File: src/rtl/bcd_count_ctrl_if.sv
`timescale 1ns/1ps
// bcd_count_ctrl_if: button inputs, top-digit carry and control outputs of the BCD counter controller.
// The controller sits on the slave modport; whatever drives the buttons uses master.
interface bcd_count_ctrl_if;
    logic btn_inc;
    logic btn_clr;
    logic cout_top;
    logic add1;
    logic clr;
    logic ovf;
    logic held;

    modport master (
        output btn_inc,
        output btn_clr,
        output cout_top,
        input  add1,
        input  clr,
        input  ovf,
        input  held
    );

    modport slave (
        input  btn_inc,
        input  btn_clr,
        input  cout_top,
        output add1,
        output clr,
        output ovf,
        output held
    );
endinterface

File: src/rtl/bcd_count_ctrl.sv
`timescale 1ns/1ps
// bcd_count_ctrl: debounced increment/clear pulses and sticky overflow for a cascaded BCD counter.
// Define BCD_CTRL_AUTOREPEAT_EN to compile hold-to-autorepeat on the increment button.
module bcd_count_ctrl #(
    parameter int DEBOUNCE_CYCLES = 4,
    parameter int REPEAT_DELAY    = 20,
    parameter int REPEAT_PERIOD   = 8
) (
    input logic             ck,
    input logic             reset,
    bcd_count_ctrl_if.slave bus
);
    localparam int DW  = $clog2(DEBOUNCE_CYCLES + 1);
    localparam int INC = 0;
    localparam int CLR = 1;
    localparam logic [DW-1:0] DB_LAST = DW'(DEBOUNCE_CYCLES - 1);

`ifdef BCD_CTRL_AUTOREPEAT_EN
    localparam logic [15:0] DELAY_LAST  = 16'(REPEAT_DELAY - 1);
    localparam logic [15:0] PERIOD_LAST = 16'(REPEAT_PERIOD - 1);
    typedef enum logic [1:0] {IDLE, HELD, REPEAT} state_t;
    logic [15:0] rc;
    logic [15:0] rc_next;
`else
    typedef enum logic [1:0] {IDLE, HELD} state_t;
`endif

    state_t state;
    state_t state_next;

    logic [1:0]    raw;
    logic [1:0]    sync_a;
    logic [1:0]    sync_b;
    logic [1:0]    d_lvl;
    logic [1:0]    d_next;
    logic [1:0]    accept;
    logic [DW-1:0] cnt [2];

    logic inc_rise;
    logic clr_rise;
    logic add1_q;
    logic add1_next;
    logic clr_q;
    logic ovf_q;
    logic ovf_next;

    assign raw = {bus.btn_clr, bus.btn_inc};

    always_ff @(posedge ck or negedge reset) begin
        if (!reset) begin
            sync_a <= '0;
            sync_b <= '0;
        end else begin
            sync_a <= raw;
            sync_b <= sync_a;
        end
    end

    // A level change is accepted on the edge that would complete the stable count,
    // so the FSM can react in that same edge rather than one cycle later.
    always_comb begin
        accept = '0;
        d_next = d_lvl;
        for (int i = 0; i < 2; i++) begin
            accept[i] = (sync_b[i] != d_lvl[i]) && (cnt[i] == DB_LAST);
            if (accept[i]) begin
                d_next[i] = sync_b[i];
            end
        end
    end

    always_ff @(posedge ck or negedge reset) begin
        if (!reset) begin
            d_lvl <= '0;
            for (int i = 0; i < 2; i++) begin
                cnt[i] <= '0;
            end
        end else begin
            d_lvl <= d_next;
            for (int i = 0; i < 2; i++) begin
                if (sync_b[i] == d_lvl[i] || accept[i]) begin
                    cnt[i] <= '0;
                end else begin
                    cnt[i] <= cnt[i] + 1'b1;
                end
            end
        end
    end

    assign inc_rise = accept[INC] & sync_b[INC];
    assign clr_rise = accept[CLR] & sync_b[CLR];

    always_comb begin
        state_next = state;
        add1_next  = 1'b0;
        ovf_next   = ovf_q | bus.cout_top;
`ifdef BCD_CTRL_AUTOREPEAT_EN
        rc_next    = '0;
`endif
        case (state)
            IDLE: begin
                if (inc_rise) begin
                    add1_next  = 1'b1;
                    state_next = HELD;
                end
            end
            HELD: begin
                if (!d_lvl[INC]) begin
                    state_next = IDLE;
`ifdef BCD_CTRL_AUTOREPEAT_EN
                end else if (rc == DELAY_LAST) begin
                    add1_next  = 1'b1;
                    state_next = REPEAT;
                end else begin
                    rc_next = rc + 16'd1;
`endif
                end
            end
`ifdef BCD_CTRL_AUTOREPEAT_EN
            REPEAT: begin
                if (!d_lvl[INC]) begin
                    state_next = IDLE;
                end else if (rc == PERIOD_LAST) begin
                    add1_next = 1'b1;
                end else begin
                    rc_next = rc + 16'd1;
                end
            end
`endif
            default: state_next = IDLE;
        endcase

        // Clear overrides everything: no increment, overflow dropped, and a press
        // that is still down parks in HELD so it only repeats after the full delay.
        if (clr_rise) begin
            add1_next  = 1'b0;
            ovf_next   = 1'b0;
            state_next = d_next[INC] ? HELD : IDLE;
`ifdef BCD_CTRL_AUTOREPEAT_EN
            rc_next    = '0;
`endif
        end
    end

    always_ff @(posedge ck or negedge reset) begin
        if (!reset) begin
            state  <= IDLE;
            add1_q <= 1'b0;
            clr_q  <= 1'b0;
            ovf_q  <= 1'b0;
`ifdef BCD_CTRL_AUTOREPEAT_EN
            rc     <= '0;
`endif
        end else begin
            state  <= state_next;
            add1_q <= add1_next;
            clr_q  <= clr_rise;
            ovf_q  <= ovf_next;
`ifdef BCD_CTRL_AUTOREPEAT_EN
            rc     <= rc_next;
`endif
        end
    end

    assign bus.add1 = add1_q;
    assign bus.clr  = clr_q;
    assign bus.ovf  = ovf_q;
    assign bus.held = d_lvl[INC];

endmodule

File: src/flat_wrapper.sv
// flat-port wrapper written by rule: the top's interface ports become plain ports
module bcd_count_ctrl_flat 
#(
    parameter int DEBOUNCE_CYCLES = 4,
    parameter int REPEAT_DELAY    = 20,
    parameter int REPEAT_PERIOD   = 8
)
  (ck, reset, bus_btn_inc, bus_btn_clr, bus_cout_top, bus_add1, bus_clr, bus_ovf, bus_held);
  bcd_count_ctrl_if bus_i ();
  input logic ck;
  input logic reset;
  input wire logic [$bits(bus_i.btn_inc)-1:0] bus_btn_inc;
  input wire logic [$bits(bus_i.btn_clr)-1:0] bus_btn_clr;
  input wire logic [$bits(bus_i.cout_top)-1:0] bus_cout_top;
  output wire logic [$bits(bus_i.add1)-1:0] bus_add1;
  output wire logic [$bits(bus_i.clr)-1:0] bus_clr;
  output wire logic [$bits(bus_i.ovf)-1:0] bus_ovf;
  output wire logic [$bits(bus_i.held)-1:0] bus_held;
  assign bus_i.btn_inc = bus_btn_inc;
  assign bus_i.btn_clr = bus_btn_clr;
  assign bus_i.cout_top = bus_cout_top;
  assign bus_add1 = bus_i.add1;
  assign bus_clr = bus_i.clr;
  assign bus_ovf = bus_i.ovf;
  assign bus_held = bus_i.held;
  bcd_count_ctrl #(.DEBOUNCE_CYCLES(DEBOUNCE_CYCLES), .REPEAT_DELAY(REPEAT_DELAY), .REPEAT_PERIOD(REPEAT_PERIOD)) u_core (.ck(ck), .reset(reset), .bus(bus_i));
endmodule
File: config.mk
export PLATFORM = sky130hd
export DESIGN_NAME = bcd_count_ctrl_flat
export DESIGN_NICKNAME = d
export VERILOG_FILES = /design/src/rtl/bcd_count_ctrl_if.sv /design/src/rtl/bcd_count_ctrl.sv /design/src/flat_wrapper.sv
export SDC_FILE = /design/constraint.sdc
export NUM_CORES = 1
export LEC_CHECK = 0
export ABC_AREA = 0
export CORE_AREA = 2 2 39 41
export CTS_CLUSTER_DIAMETER = 30
export CTS_CLUSTER_SIZE = 12
export DETAILED_ROUTE_END_ITERATION = 6
export DIE_AREA = 0 0 41 43
export GPL_TIMING_DRIVEN = 0
export PLACE_DENSITY = 0.72
export SYNTH_ARGS = -nofsm -noshare
export SYNTH_HDL_FRONTEND = slang
export SYNTH_SLANG_ARGS = --single-unit
File: constraint.sdc
create_clock -name ck -period 1.9 [get_ports ck]
set_input_delay 0.57 -clock ck [delete_from_list [all_inputs] [get_ports ck]]
set_output_delay 0.57 -clock ck [all_outputs]
set_load 0.1 [all_outputs]
-- Yosys cells after proc, flatten, opt, wreduce, memory -nomap -nowiden
Index checks and enable logic that the tools add are counted.
- bits in registers: 17
- latch bits: 0
- memory bits (writable): 0
- memory bits (read-only): 0
- output and inout port bits: 4
- logic and storage cells: 42
- memories: 0
- $add $sub $neg: 2
- $mul: 0
- div/mod/pow operators: 0
- magnitude comparators: 0
- equal/unequal tests: 9
- shift-type cells: 0
- multiplexer cells: 12
- bitwise operators: 3
- reductions and logical operators: 6
- operators by type and width (cell ; number):
    $add 3x1->3 const B ; 2
    $eq 3x2->1 const B ; 2
    $mux 1 ; 6
    $mux 2 ; 3
    $mux 3 ; 2
    $pmux 2 s2 ; 1
    $ne 3x1->1 const B ; 1
    $ne 3x3->1 const B ; 1
    $and 1x1->1 ; 2
    $eq 1x1->1 ; 2
    $eq 2x1->1 const B ; 1
    $logic_and 1x1->1 ; 2
    $logic_not 2->1 ; 1
    $logic_or 1x1->1 ; 2
    $ne 1x1->1 ; 2
    $reduce_and 2->1 ; 1
    $or 1x1->1 ; 1

-- Depth between registers and ports, before layout
- word-level depth: 6
- depth in mapped cells: 6

-- Least setup slack after synthesis
Ideal clock, no wire load.
- kind: register -> output
- start point: register u_core.d_lvl[0]
- end point: output bus_held
- arrival time: 966 ps
- data required time: 1330 ps
- setup slack: 364 ps
- cell stages (with the launch flop): 1
- cell sequence: dfrtp_1
- RTL lines (item ; RTL line ; RTL):
    from (decl) ; bcd_count_ctrl.sv:34 ; logic [1:0] d_lvl;
    from (signal assigned) ; bcd_count_ctrl.sv:79 ; d_lvl <= d_next;
    to (decl) ; flat_wrapper.sv:18 ; output wire logic [$bits(bus_i.held)-1:0] bus_held;
No word-level cell between the ends.

-- Final worst setup path
- start point: register u_core.ovf_q, in the netlist u_core.bus.ovf
- end point: output bus_ovf
- RTL lines (item ; RTL line ; RTL):
    from (decl) ; bcd_count_ctrl.sv:44 ; logic ovf_q;
    from (signal assigned) ; bcd_count_ctrl.sv:158 ; ovf_q <= ovf_next;
    to (decl) ; flat_wrapper.sv:17 ; output wire logic [$bits(bus_i.ovf)-1:0] bus_ovf;
No word-level cell between the ends.

==> summary.md <==
| Metric | Value |
|---|---|
| Leading cell type in the layout, fill and taps excluded | dfrtp_1 |
| YS warnings | 0 |
| TritonCTS buffer count | 3 |
| Max Freq | around 570 MHz |
| Sequential power share | 0.465 |
| Inst Count DP | 71 |
| Gr ovfl total | 0 |
| Syn_area_per_cell | 12.9 um2 |
| First-pass GRT wire length | roughly 1200 um |
| 1st-iter DRT viols | 2 |
| GRT met3 Usage | 0.0314 |
| Final Hold Vio Count | 0 |
| Synth Area in Compound Gates | 0.0186 |
| Clk_skew | 4.56 ps |
| Finished Core Util | 0.535 |
| IO buf count | 8 |
| Wire per inst | 9.61 um |
| Delay-heaviest family, CP | buffers and inverters |
| CP Buf/Inv Count | 1 |
| Reg clk slew, reported paths | 90 ps |
| Post-synthesis sequential area ratio | 0.661 |
| Die span in y | 43 um |
| Status | completed |
| Period minus WS final | roughly 1800 ps |
| Post-Syn Area | 606 um2 |
| Routing usage on met1 | 0.116 |
| Path type of the worst setup path | reg -> out |
| Final #Nets | 69 |
| Total track usage | 0.103 |
| Cell chain of the critical path | clkdlybuf4s15_2 |
| Yosys reg bits | 16 |
| Synthesized-area fraction occupied by and/or/nand/nor cells | 0.124 |
| Routability Congestion | just over 0.6 |
| Gr busiest metal | met2 |
| Setup total negative slack | 0 ps |
| IO Count | 9 |
| Ratio of cells with drive above 1 in the final layout | 0.186 |
| DRT Pass-1 Iters | 4 |
| Comb pwr share | 0.321 |
| Die area | 1760 um2 |
| Initial Util | 0.438 |
| CP max stage delay | 550 ps |
| R2R Setup Slk | 450 ps |
| Die width | 41 um |
| Setup violators final | 0 |
| Htree depth | 1 |
| Met2 GRT Util | 0.144 |
| Commonest cells after routing, fill and taps aside | 16 x dfrtp_1, 9 x nor2_1, 5 x inv_1 |
| Cell-internal power | around 0.64 mW |
| Critical path data required time | 1330 ps |
| Hold WC Path Type | reg -> reg |
| Routed Antenna Nets | 0 |
| Row count | 14 |
| Post-CTS Setup Bufs | 0 |
| Multiplexer area fraction after synthesis | 0.0351 |
| Vias/cell | 4.44 |
| Critical-path top delay cell | clkdlybuf4s15_2 |
| Worst slew margin | 0.555 |
| Final instance area | ~740 um2 |
| Cell area power density | 1350 nW/um2 |
| TritonCTS clock tree | built |
| Area grow syn2layout | 22.3% |
| Switching pwr | ~0.36 mW |
| Remaining DRCs | 0 |
| Leakage | 0.360 nW |
| Core area | between 1000 and 1500 um2 |
| Clock buffer depth | 2 |
| Synth unique cells | 15 |
| Worst hold slack | 356 ps |
| Synth Area in Adders | 0.0826 |
| Tot Pwr | 1.00 mW |
| Number of global-route vias before repair | 309 |
| Clk_lat worst skew | 280 ps |
| Largest family of logic cells by synthesized area | simple AND/OR/NAND/NOR gates |
| Crit start category | register |
| Max-cap violations | 0 |
| CTS root buf | clkbuf_4 |
| Setup WS pre-CTS | -253 ps |
| Vias | between 300 and 400 |
| Clock power frac | 0.214 |
| Switching share of total power | 0.361 |
| RSZ-0062 raised after global routing | no |
| Initial antenna violation count | 0 |
| Syn_nets | 56 |
| XOR/XNOR Fraction of Synth Area | 0.0289 |
| CP max FO | 2 |
| Largest net degree at the start of global routing | 17 |
| CP Capture Type | output pin |
| IR drop worst, VDD | 0.449 mV |
| WL final | 721 um |
| Num Clock Sinks | 16 |
| # diodes | 0 |
| Slew Limit Fails | 0 |
| Slew @ Worst Pin | 665 ps |
| Gate Count Post-Synth | 47 |
| Arrival time at the worst endpoint | 1180 ps |
| Placed inst area | 706 um2 |
| Setup WS post-layout | ~150 ps |
| Period utilization | 0.921 |
| Final std cells w/o fill | 75 |
cell families after synthesis:
family                   Yosys count
AO/OA/AOI/OAI                      2
AND/OR/NAND/NOR                   15
adder cells (fa/ha/maj)            4
XOR/XNOR                           2
buffers and inverters              6
flip-flops                        16
multiplexers                       2
registers in the layout, summed over array words and instances, names as in the netlist:
register	flops
u_core.bus.clr	1
u_core.bus.add1	1
u_core.d_lvl	2
u_core.state	1
u_core.cnt	6
u_core.sync_b	2
u_core.sync_a	2
u_core.bus.ovf	1
metal layers:
layer  vias to the layer above  wire length [um]  part of all wire
met5                         -                 0                 0
met4                         0                14             0.019
met3                         2                46             0.064
met2                        10               335              0.46
met1                       148               324              0.45
li1                        173                 -                 -
layout make-up:
| class | count | area, um2 |
|---|---|---|
| clock buffers | 4 | 36.3 |
| fillers | 121 | 643 |
| flip-flops and latches | 16 | 400 |
| inverters | 5 | 18.8 |
| repair buffers | 8 | 78.8 |
| multi-input cells | 25 | 175 |
| well taps | 16 | 20.0 |
| plain buffers | 1 | 11.3 |
repair_timing:
action	CTS	global route
hold buffers	0	0
endpoints found under the setup margin	4	1
gates cloned	0	0
resized for setup	12	2
power groups by stage:
stage / logic, mW / registers (mW) / clock network, mW
final: 0.322 / 0.466 / 0.215
after global routing: 0.356 / 0.480 / 0.246
after CTS: 0.332 / 0.468 / 0.227
after detailed placement: 0.336 / 0.476 / 0
after global placement: 0.329 / 0.470 / 0
after floorplan: 0.148 / 0.581 / 0
Yosys cell counts:
library cell / instances / area (um2)
o21ai_0: 1 / 5.00
and3_1: 1 / 6.26
nand2_1: 2 / 7.51
ha_1: 4 / 50.1
o22ai_1: 1 / 6.26
and3b_1: 1 / 8.76
dfrtp_1: 16 / 400
mux2i_1: 1 / 10.0
xor2_1: 2 / 17.5
nor4_2: 1 / 12.5
nor2_1: 9 / 33.8
buf_6: 1 / 11.3
mux2_2: 1 / 11.3
inv_1: 5 / 18.8
nand2b_1: 1 / 6.26
path summary, 6_finish.rpt:
kind	from	endpoint	depth (start not counted)
worst max-delay path	u_core.bus.ovf	bus_ovf	1
worst min-delay path	u_core.sync_a[1]	u_core.sync_b[1]	0
worst max register to register	u_core.cnt[0]	u_core.state[0]	6
worst min register to register	u_core.sync_a[1]	u_core.sync_b[1]	0
max in group asynchronous	reset	u_core.cnt[3]	1
min in group asynchronous	reset	u_core.cnt[2]	1
Note: power is estimated with default switching activity, not from simulation.
